File: config.mk
export PLATFORM = sky130hd
export DESIGN_NAME = uart_rx_fsm
export DESIGN_NICKNAME = d
export VERILOG_FILES = /design/src/rtl/uart_rx_pkg.sv /design/src/rtl/edge_bit_counter.sv /design/src/rtl/uart_rx_fsm.sv
export SDC_FILE = /design/constraint.sdc
export NUM_CORES = 1
export LEC_CHECK = 0
export ABC_CLOCK_PERIOD_IN_PS = 5600
export CAP_MARGIN = 15
export CORE_MARGIN = 2
export CORE_UTILIZATION = 30
export DETAILED_ROUTE_END_ITERATION = 6
export GPL_ROUTABILITY_DRIVEN = 0
export GPL_TIMING_DRIVEN = 0
export SETUP_SLACK_MARGIN = 0.15
export SLEW_MARGIN = 20
export SYNTH_ARGS = -nofsm -noshare
export SYNTH_HDL_FRONTEND = slang
export SYNTH_SLANG_ARGS = --single-unit
File: constraint.sdc
create_clock -name CLK -period 5.6 [get_ports CLK]
set_input_delay 0.56 -clock CLK [delete_from_list [all_inputs] [get_ports CLK]]
set_output_delay 0.56 -clock CLK [all_outputs]
set_load 0.02 [all_outputs]
File: src/rtl/uart_rx_pkg.sv
`default_nettype none
// ============================================================================
// Module   : uart_rx_pkg
// Purpose  : Shared types and constants for the UART receive frame controller.
// Revision : 1.0 - initial release
// ============================================================================
package uart_rx_pkg;

  localparam int EDGE_W = 6;
  localparam int BIT_W  = 4;

  localparam logic [EDGE_W-1:0] c_PRESC_8  = 6'd8;
  localparam logic [EDGE_W-1:0] c_PRESC_16 = 6'd16;
  localparam logic [EDGE_W-1:0] c_PRESC_32 = 6'd32;

  typedef enum logic [2:0] {
    S_IDLE   = 3'd0,
    S_START  = 3'd1,
    S_DATA   = 3'd2,
    S_PARITY = 3'd3,
    S_STOP   = 3'd4
  } rx_state_e;

  // Anything other than the three supported ratios falls back to 8.
  function automatic logic [EDGE_W-1:0] legal_prescale(input logic [EDGE_W-1:0] p);
    if (p == c_PRESC_8 || p == c_PRESC_16 || p == c_PRESC_32)
      return p;
    else
      return c_PRESC_8;
  endfunction

endpackage
`default_nettype wire

File: src/rtl/edge_bit_counter.sv
`default_nettype none
// ============================================================================
// Module   : edge_bit_counter
// Purpose  : Per-bit oversampling edge counter and frame data-bit counter.
// Revision : 1.0 - initial release
// ============================================================================
module edge_bit_counter
  import uart_rx_pkg::*;
#(
  parameter int DATA_WIDTH = 8
) (
  input  logic              CLK,
  input  logic              RST,
  input  logic              enable,
  input  logic              clear,
  input  logic              bit_inc,
  input  logic [EDGE_W-1:0] prescale,
  output logic [EDGE_W-1:0] edge_cnt,
  output logic [BIT_W-1:0]  bit_cnt,
  output logic              bit_end
);

  assign bit_end = (edge_cnt == (prescale - EDGE_W'(1)));

  always_ff @(posedge CLK or negedge RST) begin
    if (!RST) begin
      edge_cnt <= '0;
      bit_cnt  <= '0;
    end else if (clear) begin
      edge_cnt <= '0;
      bit_cnt  <= '0;
    end else begin
      if (enable)
        edge_cnt <= bit_end ? '0 : edge_cnt + EDGE_W'(1);
      if (bit_inc)
        bit_cnt <= (bit_cnt == BIT_W'(DATA_WIDTH - 1)) ? '0 : bit_cnt + BIT_W'(1);
    end
  end

endmodule
`default_nettype wire

File: src/rtl/uart_rx_fsm.sv
`default_nettype none
// ============================================================================
// Module   : uart_rx_fsm
// Purpose  : UART receive frame controller: bit timing, checker enables and
//            end-of-frame status strobes.
// Revision : 1.0 - initial release
// ============================================================================
module uart_rx_fsm
  import uart_rx_pkg::*;
#(
  parameter int DATA_WIDTH = 8
) (
  input  logic              CLK,
  input  logic              RST,
  input  logic              RX_IN,
  input  logic [EDGE_W-1:0] Prescale,
  input  logic              PAR_EN,
  input  logic              sampled_bit,
  input  logic              strt_glitch,
  input  logic              par_err,
  input  logic              stp_err,
  output logic              dat_samp_en,
  output logic [EDGE_W-1:0] edge_cnt,
  output logic [BIT_W-1:0]  bit_cnt,
  output logic              deser_en,
  output logic              strt_chk_en,
  output logic              par_chk_en,
  output logic              stp_chk_en,
  output logic              data_valid,
  output logic              frame_err,
  output logic              parity_err
);

  rx_state_e         r_state;
  rx_state_e         w_next_state;
  logic [EDGE_W-1:0] r_presc;
  logic              r_par_en;
  logic              r_par_flag;
  logic              w_bit_end;
  logic              w_start_det;
  logic              w_unused;

  // sampled_bit goes straight to the deserializer; frame control never needs it.
  assign w_unused = sampled_bit;

  // The detection cycle is edge 0 of the start bit, so the counter runs then too.
  assign w_start_det = (r_state == S_IDLE) && !RX_IN;

  edge_bit_counter #(
    .DATA_WIDTH (DATA_WIDTH)
  ) u_edge_bit_counter (
    .CLK      (CLK),
    .RST      (RST),
    .enable   ((r_state != S_IDLE) || w_start_det),
    .clear    ((r_state == S_IDLE) && RX_IN),
    .bit_inc  ((r_state == S_DATA) && w_bit_end),
    .prescale (r_presc),
    .edge_cnt (edge_cnt),
    .bit_cnt  (bit_cnt),
    .bit_end  (w_bit_end)
  );

  always_ff @(posedge CLK or negedge RST) begin
    if (!RST) begin
      r_state    <= S_IDLE;
      r_presc    <= c_PRESC_8;
      r_par_en   <= 1'b0;
      r_par_flag <= 1'b0;
    end else begin
      r_state <= w_next_state;
      if (w_start_det) begin
        r_presc  <= legal_prescale(Prescale);
        r_par_en <= PAR_EN;
      end
      if ((r_state == S_PARITY) && w_bit_end)
        r_par_flag <= par_err;
      else if ((r_state == S_STOP) && w_bit_end)
        r_par_flag <= 1'b0;
    end
  end

  always_comb begin
    w_next_state = r_state;
    dat_samp_en  = (r_state != S_IDLE);
    deser_en     = 1'b0;
    strt_chk_en  = 1'b0;
    par_chk_en   = 1'b0;
    stp_chk_en   = 1'b0;
    data_valid   = 1'b0;
    frame_err    = 1'b0;
    parity_err   = 1'b0;
    case (r_state)
      S_IDLE: begin
        if (!RX_IN)
          w_next_state = S_START;
      end
      S_START: begin
        if (w_bit_end) begin
          strt_chk_en  = 1'b1;
          w_next_state = strt_glitch ? S_IDLE : S_DATA;
        end
      end
      S_DATA: begin
        if (w_bit_end) begin
          deser_en = 1'b1;
          if (bit_cnt == BIT_W'(DATA_WIDTH - 1))
            w_next_state = r_par_en ? S_PARITY : S_STOP;
        end
      end
      S_PARITY: begin
        if (w_bit_end) begin
          par_chk_en   = 1'b1;
          w_next_state = S_STOP;
        end
      end
      S_STOP: begin
        if (w_bit_end) begin
          stp_chk_en   = 1'b1;
          data_valid   = !stp_err && !r_par_flag;
          frame_err    = stp_err;
          parity_err   = r_par_flag;
          w_next_state = S_IDLE;
        end
      end
      default: w_next_state = S_IDLE;
    endcase
  end

endmodule
`default_nettype wire

Yosys cells after proc, flatten, opt, wreduce, memory -nomap -nowiden
Cells that the tools add are included.

storage, ports and cells
  logic and storage cells = 71
  output and inout port bits = 18
  bits in registers = 21

operators by class
  mux-type cells = 29
  reductions and logical operators = 18
  $add $sub $neg = 3
  eq/ne operators = 15

operator list
  kind                                                   count
  two-way mux 6 bit                                      4
  two-way mux 3 bit                                      7
  one-hot mux 3 bit (5 select lines)                     1
  two-way mux 1 bit                                      13
  two-way mux 4 bit                                      3
  inequality test 2 x 1 -> 1 bit, second input constant  5
  adder 6 x 1 -> 6 bit, second input constant            1
  == test 3 x 2 -> 1 bit, second input constant          2
  == test 6 x 4 -> 1 bit, second input constant          1
  == test 6 x 5 -> 1 bit, second input constant          1
  == test 6 bit                                          1
  == test 6 bit, second input constant                   1
  logical AND 1 bit                                      6
  AND reduction 6 bit                                    1
  nonzero test 2 bit                                     3
  subtractor 6 x 1 -> 6 bit, second input constant       1
  adder 4 x 1 -> 4 bit, second input constant            1
  == test 4 x 3 -> 1 bit, second input constant          1
  == test 3 x 1 -> 1 bit, second input constant          1
  == test 3 bit, second input constant                   1
  logical NOT 1 bit                                      3
  logical NOT 3 bit                                      1
  logical OR 1 bit                                       3
  nonzero test 3 bit                                     1
  other kinds (2)                                        2

Longest topological paths before layout
  word-level depth = 5
  mapped depth = 8
  depth with buffers taken out = 8

By module
From an unflattened synthesis, not the netlist that was laid out.

unflattened totals
  cell total of the unflattened synthesis = 145
  area total of the unflattened synthesis = 1,360.1 um2

modules (own cells, without submodules)
  module            instances  cells each  area each (um2)  seq. area each (um2)
  edge_bit_counter  1          82          737.0            250.2
  uart_rx_fsm       1          63          623.1            276.5

Worst setup path before layout
No wires, ideal clock.

  kind = reg2out
  from = register r_presc[0]
  to = output port data_valid
  slack = 2.631 ns
  data arrival time = 2.409 ns
  cell stages (with the launch flop) = 8
  cell sequence = dfrtp_1 -> inv_1 -> ha_1 -> nor2b_1 -> or3_1 -> a31o_4 -> nor3_2 -> nor3b_1

on the way
  cells in the longest elaborated chain, start to end = 4

ends and longest elaborated chain
  element                    line                    text
  from (decl)                uart_rx_fsm.sv:36       logic [EDGE_W-1:0] r_presc;
  from (signal assigned)     uart_rx_fsm.sv:66       r_presc <= c_PRESC_8;
  from (signal assigned)     uart_rx_fsm.sv:72       r_presc <= legal_prescale(Prescale);
  subtractor 6 x 1 -> 6 bit  edge_bit_counter.sv:23  assign bit_end = (edge_cnt == (prescale - EDGE_W'(1)));
  == test 6 bit              edge_bit_counter.sv:23
  two-way mux 1 bit          uart_rx_fsm.sv:117      if (w_bit_end) begin
  two-way mux 1 bit          uart_rx_fsm.sv:92       case (r_state)
  to (decl)                  uart_rx_fsm.sv:29       output logic data_valid,

Every way passes these cells.

Worst setup path in the final report
Same ends and word-level chain as after synthesis.

==> qor.json <==
{
  "outcome": {"value": "completed"},
  "die_height": {"value": 68.4, "unit": "um"},
  "synth_top_cell_by_area": {"value": "dfrtp_1"},
  "global_route.usage.met3": {"value": 3.62, "unit": "%"},
  "unrepaired_setup_endpoints_after_global_routing": {"value": "no"},
  "tritoncts.num_buffers": {"value": 3},
  "hpwl": {"value": 2150, "unit": "um"},
  "max_freq": {"value": 291, "unit": "MHz"},
  "ys_ff_latch": {"value": 21},
  "tritoncts": {"value": "built"},
  "clock_tree.root_cell": {"value": "clkbuf_8"},
  "grt_first_pass_wirelength": {"value": 4430, "unit": "um"},
  "worst_path_max_delay_cell": {"value": "clkdlybuf4s50_1"},
  "final_cells": {"value": 217},
  "final.setup.tns": {"value": 0, "unit": "ns"},
  "cp_slowest_stage_delay": {"value": 0.63, "unit": "ns"},
  "drt-initial-drc-count": {"value": 25},
  "holdCritPathClass": {"value": "input pin to asynchronous set/reset pin"},
  "clock_sinks": {"value": 21},
  "ir_worst_vdd": {"value": 0.294, "unit": "mV"},
  "endpoint_kind": {"value": "primary output"},
  "count_of_unresolved_drc_violations_after_routing": {"value": 0},
  "syn_area": {"value": 0.00124, "unit": "mm2"},
  "worst-setup-path-type": {"value": "register to primary output"},
  "period_needed": {"value": 3.44, "unit": "ns"},
  "flow.area_growth_from_synthesis": {"value": 32.4, "unit": "%"},
  "finalMaxSlewViolations": {"value": 0},
  "synth_seq_area_share": {"value": 42.4, "unit": "%"},
  "count_of_buffers_added_by_post_cts_timing_repair_for_setup": {"value": 0},
  "worst_ep_arrival_time": {"value": 2.88, "unit": "ns"},
  "p_leak": {"value": 0.000651, "unit": "uW"},
  "grt_pass1_vias": {"value": 975},
  "cts-htree-levels": {"value": 1},
  "max_slew.worst_pin.slew": {"value": 0.510, "unit": "ns"},
  "critical_path.startpoint_type": {"value": "register"},
  "timing.reg2reg.setup_slack": {"value": 3.31, "unit": "ns"},
  "syn_avg_cell_area": {"value": 9.34, "unit": "um2"},
  "grt_start_max_net_pins": {"value": 22},
  "post_cts_hold_buffer_count": {"value": 0},
  "r2r-start": {"value": "r_presc[0]"},
  "synthTopCellsByArea": {"value": "dfrtp_1 (40%), nand2_1 (4.8%), xor2_1 (4.2%), nor2_1 (3.9%), xnor2_1 (3.5%)"},
  "floorplan.initialDensity": {"value": 31.1, "unit": "%"},
  "total_power_consumption": {"value": 680, "unit": "uW"},
  "cts_max_path_buffers": {"value": 2},
  "design.die.area": {"value": 0.00467, "unit": "mm2"},
  "power_per_cell_area": {"value": 414, "unit": "mW/mm2"},
  "placed_cells_incl_taps": {"value": 213},
  "layout-drive-gt1-share": {"value": 7.19, "unit": "%"},
  "ys_warn_count": {"value": 0},
  "r2r_end": {"value": "u_edge_bit_counter.bit_cnt[3]"},
  "final_antenna_net_count": {"value": 0},
  "grtUsageMet1": {"value": 15.1, "unit": "%"},
  "setup_viol_count_final": {"value": 0},
  "die-width": {"value": 68.4, "unit": "um"},
  "via_count": {"value": 1053},
  "design.final.nets": {"value": 185},
  "drv.max_cap_violation_count": {"value": 0},
  "utilization": {"value": 41.1, "unit": "%"},
  "gr-max-usage-layer": {"value": "met2"},
  "drt_pre_antenna_iters": {"value": 4},
  "cell_variety_after_synth": {"value": 37},
  "worst_r2r_path_depth": {"value": 8},
  "antenna_found_initial": {"value": 0},
  "synth_top_area_share": {"value": 40.3, "unit": "%"},
  "port-buffer-count": {"value": 30},
  "postSynthCellCount": {"value": 133},
  "clock_latency": {"value": 0.26, "unit": "ns"},
  "post-route-period-util": {"value": 61.4, "unit": "%"},
  "number_of_diodes_added_for_antenna_fixing": {"value": 0},
  "detail_route.wirelength": {"value": 2800, "unit": "um"},
  "clk_pin_slew": {"value": 0.08, "unit": "ns"},
  "final.setup_skew": {"value": 0.00866, "unit": "ns"},
  "placeableCoreArea": {"value": 0.00400, "unit": "mm2"},
  "mappedNetlistNets": {"value": 150},
  "groute.layer.met2.usage": {"value": 23.7, "unit": "%"},
  "cp_cell_instances": {"value": "inv_1 -> ha_1 -> nor2b_1 -> or3_1 -> a31o_4 -> nor3_2 -> nor3b_1 -> clkdlybuf4s50_1"},
  "timing.slew.headroom": {"value": 66.0, "unit": "%"},
  "floorplan.io_pins": {"value": 32},
  "critical_path_peak_fanout": {"value": 7},
  "rows": {"value": 23},
  "critical_path_required": {"value": 5.04, "unit": "ns"},
  "finalHoldViolations": {"value": 0},
  "routed_wire_length_per_instance": {"value": 12.9, "unit": "um"},
  "cts_resized": {"value": 0},
  "post_drt_via_cell_ratio": {"value": 4.85},
  "gr-usage-all-layers": {"value": 12.7, "unit": "%"},
  "grt.overflow.total": {"value": 0}
}
[worst max-delay path: cells and delay by family (launching register included)]
| kind | cells | cell delay [ns] |
|---|---|---|
| flops | 1 | 0.42 |
| compound gates | 1 | 0.29 |
| fa+ha+maj | 1 | 0.23 |
| buf+inv | 2 | 0.72 |
| simple gates | 4 | 0.95 |
[cells in the mapped netlist (all sizes together)]
| cell type | number |
|---|---|
| and3b | 1 |
| nand2 | 16 |
| clkbuf | 4 |
| a21oi | 3 |
| xnor2 | 5 |
| nor2b | 3 |
| nor3 | 6 |
| o21ai | 7 |
| a211oi | 1 |
| xor2 | 6 |
| inv | 9 |
| nand4 | 2 |
| mux2i | 3 |
| o311ai | 1 |
| nand2b | 4 |
| or3 | 1 |
| or4 | 1 |
| nor3b | 1 |
| and2 | 3 |
| a31oi | 3 |
| ha | 3 |
| dfrtp | 20 |
| a311oi | 1 |
| and3 | 1 |
| nor4 | 3 |
| o2111ai | 1 |
| and4 | 1 |
| a31o | 1 |
| nor2 | 14 |
| o41ai | 1 |
| dfstp | 1 |
| o31ai | 2 |
| nand3 | 4 |
[logic make-up (layout without fill, tap and decap cells)]
| kind of cell | count (synthesis) | in the layout | share of synthesized area (%) |
|---|---|---|---|
| buf+inv | 13 | 47 | 3.93 |
| compound gates | 21 | 21 | 13.0 |
| fa+ha+maj | 3 | 3 | 3.02 |
| flops | 21 | 21 | 42.4 |
| xor+xnor | 11 | 11 | 7.75 |
| mux | 3 | 3 | 2.42 |
| simple gates | 61 | 61 | 27.5 |
[layer usage]
| metal | vias to the layer above | routed length [um] |
|---|---|---|
| met1 | 492 | 1260 |
| met4 | 0 | 0 |
| met2 | 30 | 1380 |
| li1 | 531 | - |
| met3 | 0 | 158 |
| met5 | - | 0 |
[cell type report]
type / count / area (um2)
Fill cell: 397 / 2350
Multi-Input combinational cell: 99 / 667
Sequential cell: 21 / 527
Timing Repair Buffer: 30 / 295
Tap cell: 50 / 62.6
Clock buffer: 4 / 45.0
Inverter: 9 / 33.8
Buffer: 4 / 15.0
[registers in the layout, indices dropped and copies added (netlist names)]
name	count
r_par_en	1
r_presc	6
r_state	3
u_edge_bit_counter.bit_cnt	4
r_par_flag	1
u_edge_bit_counter.edge_cnt	6
[worst max path at each step]
stage               startpoint    endpoint  slack, ns  cells past startpoint
global placement    r_presc[0]  data_valid       2.50                      8
floorplan           r_presc[0]  data_valid       2.63                      7
finish              r_presc[0]  data_valid       2.16                      8
detailed placement  r_presc[0]  data_valid       2.44                      8
CTS                 r_presc[0]  data_valid       2.13                      8
global route        r_presc[0]  data_valid       1.95                      8
[placed cells by master, fill, tap and decap left out, types with 4 or more instances in the layout]
master,netlist,routed
clkdlybuf4s50_1,0,29
nand2b_1,4,4
clkbuf_1,4,5
o21ai_0,5,5
dfrtp_1,20,20
nand2_1,16,16
nor2_1,13,13
inv_1,9,9
xor2_1,6,6
xnor2_1,5,5
nor3_1,5,5
nand3_1,4,4
[per-stage QoR]
stage | setup slack [ns] | cell area [um2] | hold slack [ns]
3_3_place_gp | 2.50 | 1610 | 0.489
6_report | 2.16 | 1650 | 0.258
5_1_grt | 1.95 | 1650 | 0.294
2_1_floorplan | 2.63 | 1240 | 0.264
4_1_cts | 2.13 | 1650 | 0.512
3_5_place_dp | 2.44 | 1610 | 0.496
[where the power goes]
group	internal [uW]	switching, uW
logic	143	192
clock network	50.7	50.2
registers	195	48.8
Note: power is estimated with default switching activity, not from simulation.
